--- src/rtl/qspi_pkg.sv ---
// qspi_pkg: shared definitions for the QSPI flash arbiter.
//   - default address / data widths
//   - default starvation limit for pending game fetches
//   - arbiter FSM state encoding
package qspi_pkg;

    localparam int QSPI_ADDR_W       = 24;
    localparam int QSPI_DATA_W       = 32;
    localparam int QSPI_STARVE_LIMIT = 4;

    typedef enum logic [2:0] {
        ST_IDLE      = 3'd0,
        ST_REQ_VID   = 3'd1,
        ST_WAIT_VID  = 3'd2,
        ST_REQ_GAME  = 3'd3,
        ST_WAIT_GAME = 3'd4
    } state_e;

endpackage

--- src/rtl/qspi_arbiter.sv ---
// qspi_arbiter: shares one QSPI read engine between the video glyph fetcher
// and the game CPU word fetch. Video normally wins; a game fetch that has
// lost STARVE_LIMIT video transactions is promoted and pre-empts video
// during blanking. Only one memory transaction is ever outstanding.
//
// Ports:
//   clk, rst_n                     clock, async active-low reset
//   vid_req/vid_addr               video request (level) and address
//   vid_grant/vid_valid/vid_data   video accept pulse, read-data pulse, data
//   fetch/fetch_addr               game fetch pulse and address
//   fetch_result/fetch_busy        last game word, game pending/in flight
//   blank                          display blanking (allows promotion)
//   mem_req/mem_addr/mem_ready     request handshake to the QSPI engine
//   mem_valid/mem_data             read-data pulse from the QSPI engine
//
// state     | meaning
// ----------+---------------------------------------------------
// IDLE      | no transaction; choose the next requester
// REQ_VID   | video request presented, waiting for mem_ready
// WAIT_VID  | video request accepted, waiting for mem_valid
// REQ_GAME  | game request presented, waiting for mem_ready
// WAIT_GAME | game request accepted, waiting for mem_valid
module qspi_arbiter
    import qspi_pkg::*;
#(
    parameter int ADDR_W       = QSPI_ADDR_W,
    parameter int DATA_W       = QSPI_DATA_W,
    parameter int STARVE_LIMIT = QSPI_STARVE_LIMIT
) (
    input  logic              clk,
    input  logic              rst_n,
    input  logic              vid_req,
    input  logic [ADDR_W-1:0] vid_addr,
    output logic              vid_grant,
    output logic              vid_valid,
    output logic [DATA_W-1:0] vid_data,
    input  logic              fetch,
    input  logic [ADDR_W-1:0] fetch_addr,
    output logic [DATA_W-1:0] fetch_result,
    output logic              fetch_busy,
    input  logic              blank,
    output logic              mem_req,
    output logic [ADDR_W-1:0] mem_addr,
    input  logic              mem_ready,
    input  logic              mem_valid,
    input  logic [DATA_W-1:0] mem_data
);

    localparam int               AGE_W   = $clog2(STARVE_LIMIT + 1);
    localparam logic [AGE_W-1:0] AGE_MAX = AGE_W'(STARVE_LIMIT);

    state_e              state_q, state_d;
    logic [ADDR_W-1:0]   mem_addr_q, mem_addr_d;
    logic [ADDR_W-1:0]   game_addr_q, game_addr_d;
    logic [DATA_W-1:0]   fetch_result_q, fetch_result_d;
    logic                fetch_busy_q, fetch_busy_d;
    logic                game_pending_q, game_pending_d;
    logic [AGE_W-1:0]    age_q, age_d;

    always_ff @(posedge clk or negedge rst_n) begin
        if (!rst_n) begin
            state_q        <= ST_IDLE;
            mem_addr_q     <= '0;
            game_addr_q    <= '0;
            fetch_result_q <= '0;
            fetch_busy_q   <= 1'b0;
            game_pending_q <= 1'b0;
            age_q          <= '0;
        end else begin
            state_q        <= state_d;
            mem_addr_q     <= mem_addr_d;
            game_addr_q    <= game_addr_d;
            fetch_result_q <= fetch_result_d;
            fetch_busy_q   <= fetch_busy_d;
            game_pending_q <= game_pending_d;
            age_q          <= age_d;
        end
    end

    always_comb begin
        state_d        = state_q;
        mem_addr_d     = mem_addr_q;
        game_addr_d    = game_addr_q;
        fetch_result_d = fetch_result_q;
        fetch_busy_d   = fetch_busy_q;
        game_pending_d = game_pending_q;
        age_d          = age_q;

        // A new game fetch is only captured when none is outstanding.
        if (fetch && !fetch_busy_q) begin
            game_addr_d    = fetch_addr;
            game_pending_d = 1'b1;
            fetch_busy_d   = 1'b1;
        end

        unique case (state_q)
            ST_IDLE: begin
                if (game_pending_q && (age_q == AGE_MAX) && blank) begin
                    state_d    = ST_REQ_GAME;
                    mem_addr_d = game_addr_q;
                end else if (vid_req) begin
                    state_d    = ST_REQ_VID;
                    mem_addr_d = vid_addr;
                end else if (game_pending_q) begin
                    state_d    = ST_REQ_GAME;
                    mem_addr_d = game_addr_q;
                end
            end
            ST_REQ_VID: begin
                if (mem_ready) begin
                    state_d = ST_WAIT_VID;
                    if (game_pending_q && (age_q != AGE_MAX)) begin
                        age_d = age_q + 1'b1;
                    end
                end
            end
            ST_WAIT_VID: begin
                if (mem_valid) begin
                    state_d = ST_IDLE;
                end
            end
            ST_REQ_GAME: begin
                if (mem_ready) begin
                    state_d        = ST_WAIT_GAME;
                    game_pending_d = 1'b0;
                    age_d          = '0;
                end
            end
            ST_WAIT_GAME: begin
                if (mem_valid) begin
                    state_d        = ST_IDLE;
                    fetch_result_d = mem_data;
                    fetch_busy_d   = 1'b0;
                end
            end
            default: state_d = ST_IDLE;
        endcase
    end

    assign mem_req      = (state_q == ST_REQ_VID) || (state_q == ST_REQ_GAME);
    assign mem_addr     = mem_addr_q;
    assign vid_grant    = (state_q == ST_REQ_VID) && mem_ready;
    // Read data is forwarded straight through; no extra cycle of latency.
    assign vid_valid    = (state_q == ST_WAIT_VID) && mem_valid;
    assign vid_data     = mem_data;
    assign fetch_result = fetch_result_q;
    assign fetch_busy   = fetch_busy_q;

endmodule

--- config.mk ---
export PLATFORM = sky130hd
export DESIGN_NAME = qspi_arbiter
export DESIGN_NICKNAME = d
export VERILOG_FILES = /design/src/rtl/qspi_pkg.sv /design/src/rtl/qspi_arbiter.sv
export SDC_FILE = /design/constraint.sdc
export NUM_CORES = 1
export LEC_CHECK = 0
export BUFFER_PORTS_ARGS = -buffer_cell sky130_fd_sc_hd__buf_2
export CAP_MARGIN = 15
export CORE_ASPECT_RATIO = 0.5
export CORE_MARGIN = 2
export CORE_UTILIZATION = 48
export CTS_CLUSTER_DIAMETER = 40
export DETAILED_ROUTE_END_ITERATION = 8
export PLACE_DENSITY = 0.8
export SLEW_MARGIN = 40
export SYNTH_ARGS = -nofsm -noshare
export SYNTH_HDL_FRONTEND = slang
export SYNTH_SLANG_ARGS = --single-unit
--- constraint.sdc ---
create_clock -name clk -period 1.7 [get_ports clk]
set_input_delay 0.17 -clock clk [delete_from_list [all_inputs] [get_ports clk]]
set_output_delay 0.17 -clock clk [all_outputs]
set_load 0.005 [all_outputs]
==> flow_summary.json <==
{
  "status": "finished clean",
  "wl_met1_um": 3980,
  "synthAdderAreaFrac_pct": 0.598,
  "setup_viol": 0,
  "synth_compound_area_share_pct": 14.9,
  "coreArea_um2": 8590,
  "route.met3.wl_um": 579,
  "min_period_ns": 1.59,
  "top_layer": "met4",
  "layout_commonest_cell": "buf_2",
  "clk_latency_ns": 0.33,
  "crit_arrival_ns": 1.42,
  "rsz0062_at_grt": "no",
  "clk_pin_slew_ns": 0.06,
  "final.setup_skew_ns": 0.00745,
  "final_cells": 608,
  "maxCapViolations": 0,
  "grt_pass1_vias": 3241,
  "final_nets": 575,
  "cp_top_family": "simple AND/OR/NAND/NOR gates",
  "slowest_delay_ns": 0.39,
  "n_antenna_cell": 0,
  "whs_path_depth": 2,
  "layout_setup_ws_ns": 0.107,
  "crit_path_end_kind": "output port",
  "synth-seq-cells": 88,
  "dieArea_um2": 9530,
  "crit_buf_inv": 2,
  "grt_first_pass_wirelength_um": 15400,
  "post_cts_buffers": 0,
  "reg2reg_to": "mem_addr[23]",
  "pwr-share-clk_pct": 24.7,
  "fin_tns_setup_ns": 0,
  "r2r_cells": 5,
  "ant_nets": 0,
  "ys_seq_area_share_pct": 52.6,
  "switching_share_pct": 31.0,
  "cts_root_buf": "clkbuf_16",
  "dr_wl_met2_um": 4870,
  "antenna_found_initial": 0,
  "grt_max_degree": 34,
  "chipWidth_um": 136,
  "power_density_nw_per_um2": 1700,
  "final_cell_mix": "177 x buf_2, 88 x dfrtp_1, 30 x a31oi_1, 29 x mux2_1, 28 x mux2_2",
  "overflow": 0,
  "synth_area_per_cell_um2": 12.4,
  "rows": 24,
  "internal_power_uw": 6260,
  "yosys.area_share.simple_pct": 5.71,
  "firstDrtPassIters": 4,
  "place.gp.congestion": 0.783,
  "relSlewSlack_pct": 52.8,
  "dp_hpwl_um": 6960,
  "die_h_um": 70.0,
  "syn_inst": 339,
  "place_ws_ns": -0.203,
  "clockBufferDepth": 2,
  "start_util_pct": 48.8,
  "cts_buffers": 9,
  "max_freq_ghz": 0.628,
  "ios": 179,
  "start_kind": "register",
  "criticalPathCategory": "reg2out",
  "drive_above_1_share_pct": 53.6,
  "cp_max_fo": 6,
  "htreeDepth": 3,
  "final_hold_viol_count": 0,
  "rrSetupSlack_ns": 0.14,
  "wl_per_cell_um": 15.8,
  "holdCritStartpoint": "mem_valid",
  "area_growth_pct": 27.5,
  "tightest_slew_ns": 0.707,
  "cts.sinks": 88,
  "final-max-slew-violation-count": 0,
  "cp_slowest_cell": "dfrtp_1",
  "synth_xor_area_share_pct": 0,
  "portBuffers": 178,
  "fin_crit_sh_pct": 93.7,
  "r2r-start": "age_q[1]",
  "vias_per_cell": 5.36,
  "synth_top_family_by_area": "multiplexers",
  "ys_warn_count": 0,
  "ir_worst_vdd_mv": 0.759,
  "placedCellCount": 591,
  "hold_end": "state_q[2]",
  "power_frac_comb_pct": 35.5,
  "power.net_switching_uw": 2820,
  "yosysUniqueCellTypes": 36,
  "crit_path_cell_trace": "buf_4, and3b_1, nor2b_1, buf_2",
  "route.detailed.drc": 0,
  "syn_nets": 428,
  "cts_tree": "built",
  "vias": 3260,
  "placed_cell_area_um2": 4980,
  "grt_usage_pct": 20.8,
  "wl_um": 9590,
  "p_leak_uw": 0.00257,
  "hp-class": "in2reg",
  "yosys-mux-area-fraction_pct": 15.6,
  "fin_area_um2": 5340,
  "worst-endpoint-required_ns": 1.53,
  "first_iter_violations": 260,
  "p_seq_share_pct": 39.8,
  "synth_area_um2": 4190
}
## stage by stage
stage / util (%) / hold slack [ns] / power (uW)
after floorplan: - / -0.126 / 5580
after global placement: 58.0 / 0.113 / 6700
after detailed placement: 58.0 / 0.117 / 6870
after CTS: 62.2 / 0.0396 / 9150
after global routing: 62.2 / 0.0538 / 9650
final: 62.2 / 0.0503 / 9080
## logic make-up (layout without fill, tap and decap cells)
kind of cell,count (synthesis),after routing
buffers and inverters,67,219
AO/OA/AOI/OAI,83,83
multiplexers,58,58
adder cells (fa/ha/maj),2,2
flip-flops,88,88
AND/OR/NAND/NOR,41,41
## power by group through the flow
stage               combinational (uW)  sequential, uW  clock, uW
finish                            3220            3610       2250
global route                      3530            3740       2370
CTS                               3250            3620       2290
detailed placement                3220            3650          0
global placement                  3090            3610          0
floorplan                         1950            3630          0
## worst max-delay path by stage
stage,from,slack [ns],depth (start not counted),to
6_report,state_q[0],0.11,4,vid_grant
3_3_place_gp,age_q[1],-0.1,5,mem_addr[8]
2_1_floorplan,state_q[1],0.16,6,fetch_result[0]
3_5_place_dp,age_q[1],-0.20,5,mem_addr[5]
5_1_grt,state_q[0],0.02,4,vid_grant
4_1_cts,age_q[1],0.01,5,mem_addr[23]
## timing repair
item | in CTS | in global routing
hold endpoints to repair | 25 | 0
setup endpoints to repair | 25 | 24
hold buffers | 1 | 0
gates resized for setup | 1 | 1
pin swaps | 0 | 0
## routing by layer
metal | vias to the layer above | GRT usage (%)
met5 | - | 0
met4 | 0 | 7.75
met3 | 17 | 5.52
met2 | 127 | 35.3
met1 | 1613 | 25.5
li1 | 1503 | -
## synthesized netlist by cell type, drive strengths merged
cell | n | area, um^2
inv | 5 | 18.8
o211ai | 1 | 7.51
nand4 | 1 | 6.26
a41o | 1 | 10.0
nor4bb | 1 | 10.0
and3 | 2 | 17.5
nor2 | 3 | 18.8
a31oi | 50 | 438
buf | 46 | 365
ha | 2 | 25.0
o21ai | 25 | 125
nand3b | 1 | 7.51
o21a | 1 | 7.51
mux2 | 57 | 642
clkbuf | 15 | 56.3
o41ai | 1 | 8.76
and3b | 2 | 17.5
or2 | 1 | 6.26
a21o | 1 | 7.51
dfrtp | 88 | 2200
nor2b | 3 | 18.8
clkinv | 1 | 3.75
mux2i | 1 | 10.0
a21oi | 1 | 5.00
a22o | 1 | 8.76
a21boi | 1 | 7.51
nand3 | 24 | 120
and4 | 1 | 8.76
nand2 | 2 | 7.51
## cell type report
class	instances	area, um^2
Multi-Input combinational cell	184	1550
Fill cell	705	3250
Inverter	6	22.5
Timing Repair Buffer	197	1080
Clock buffer	11	243
Tap cell	117	146
Sequential cell	88	2200
Clock inverter	5	104
## registers in the layout (all words and copies together) (netlist names)
signal          cells
age_q               3
fetch_result       32
fetch_busy          1
game_pending_q      1
state_q             3
game_addr_q        24
mem_addr           24
(Power assumes the default switching activity.)
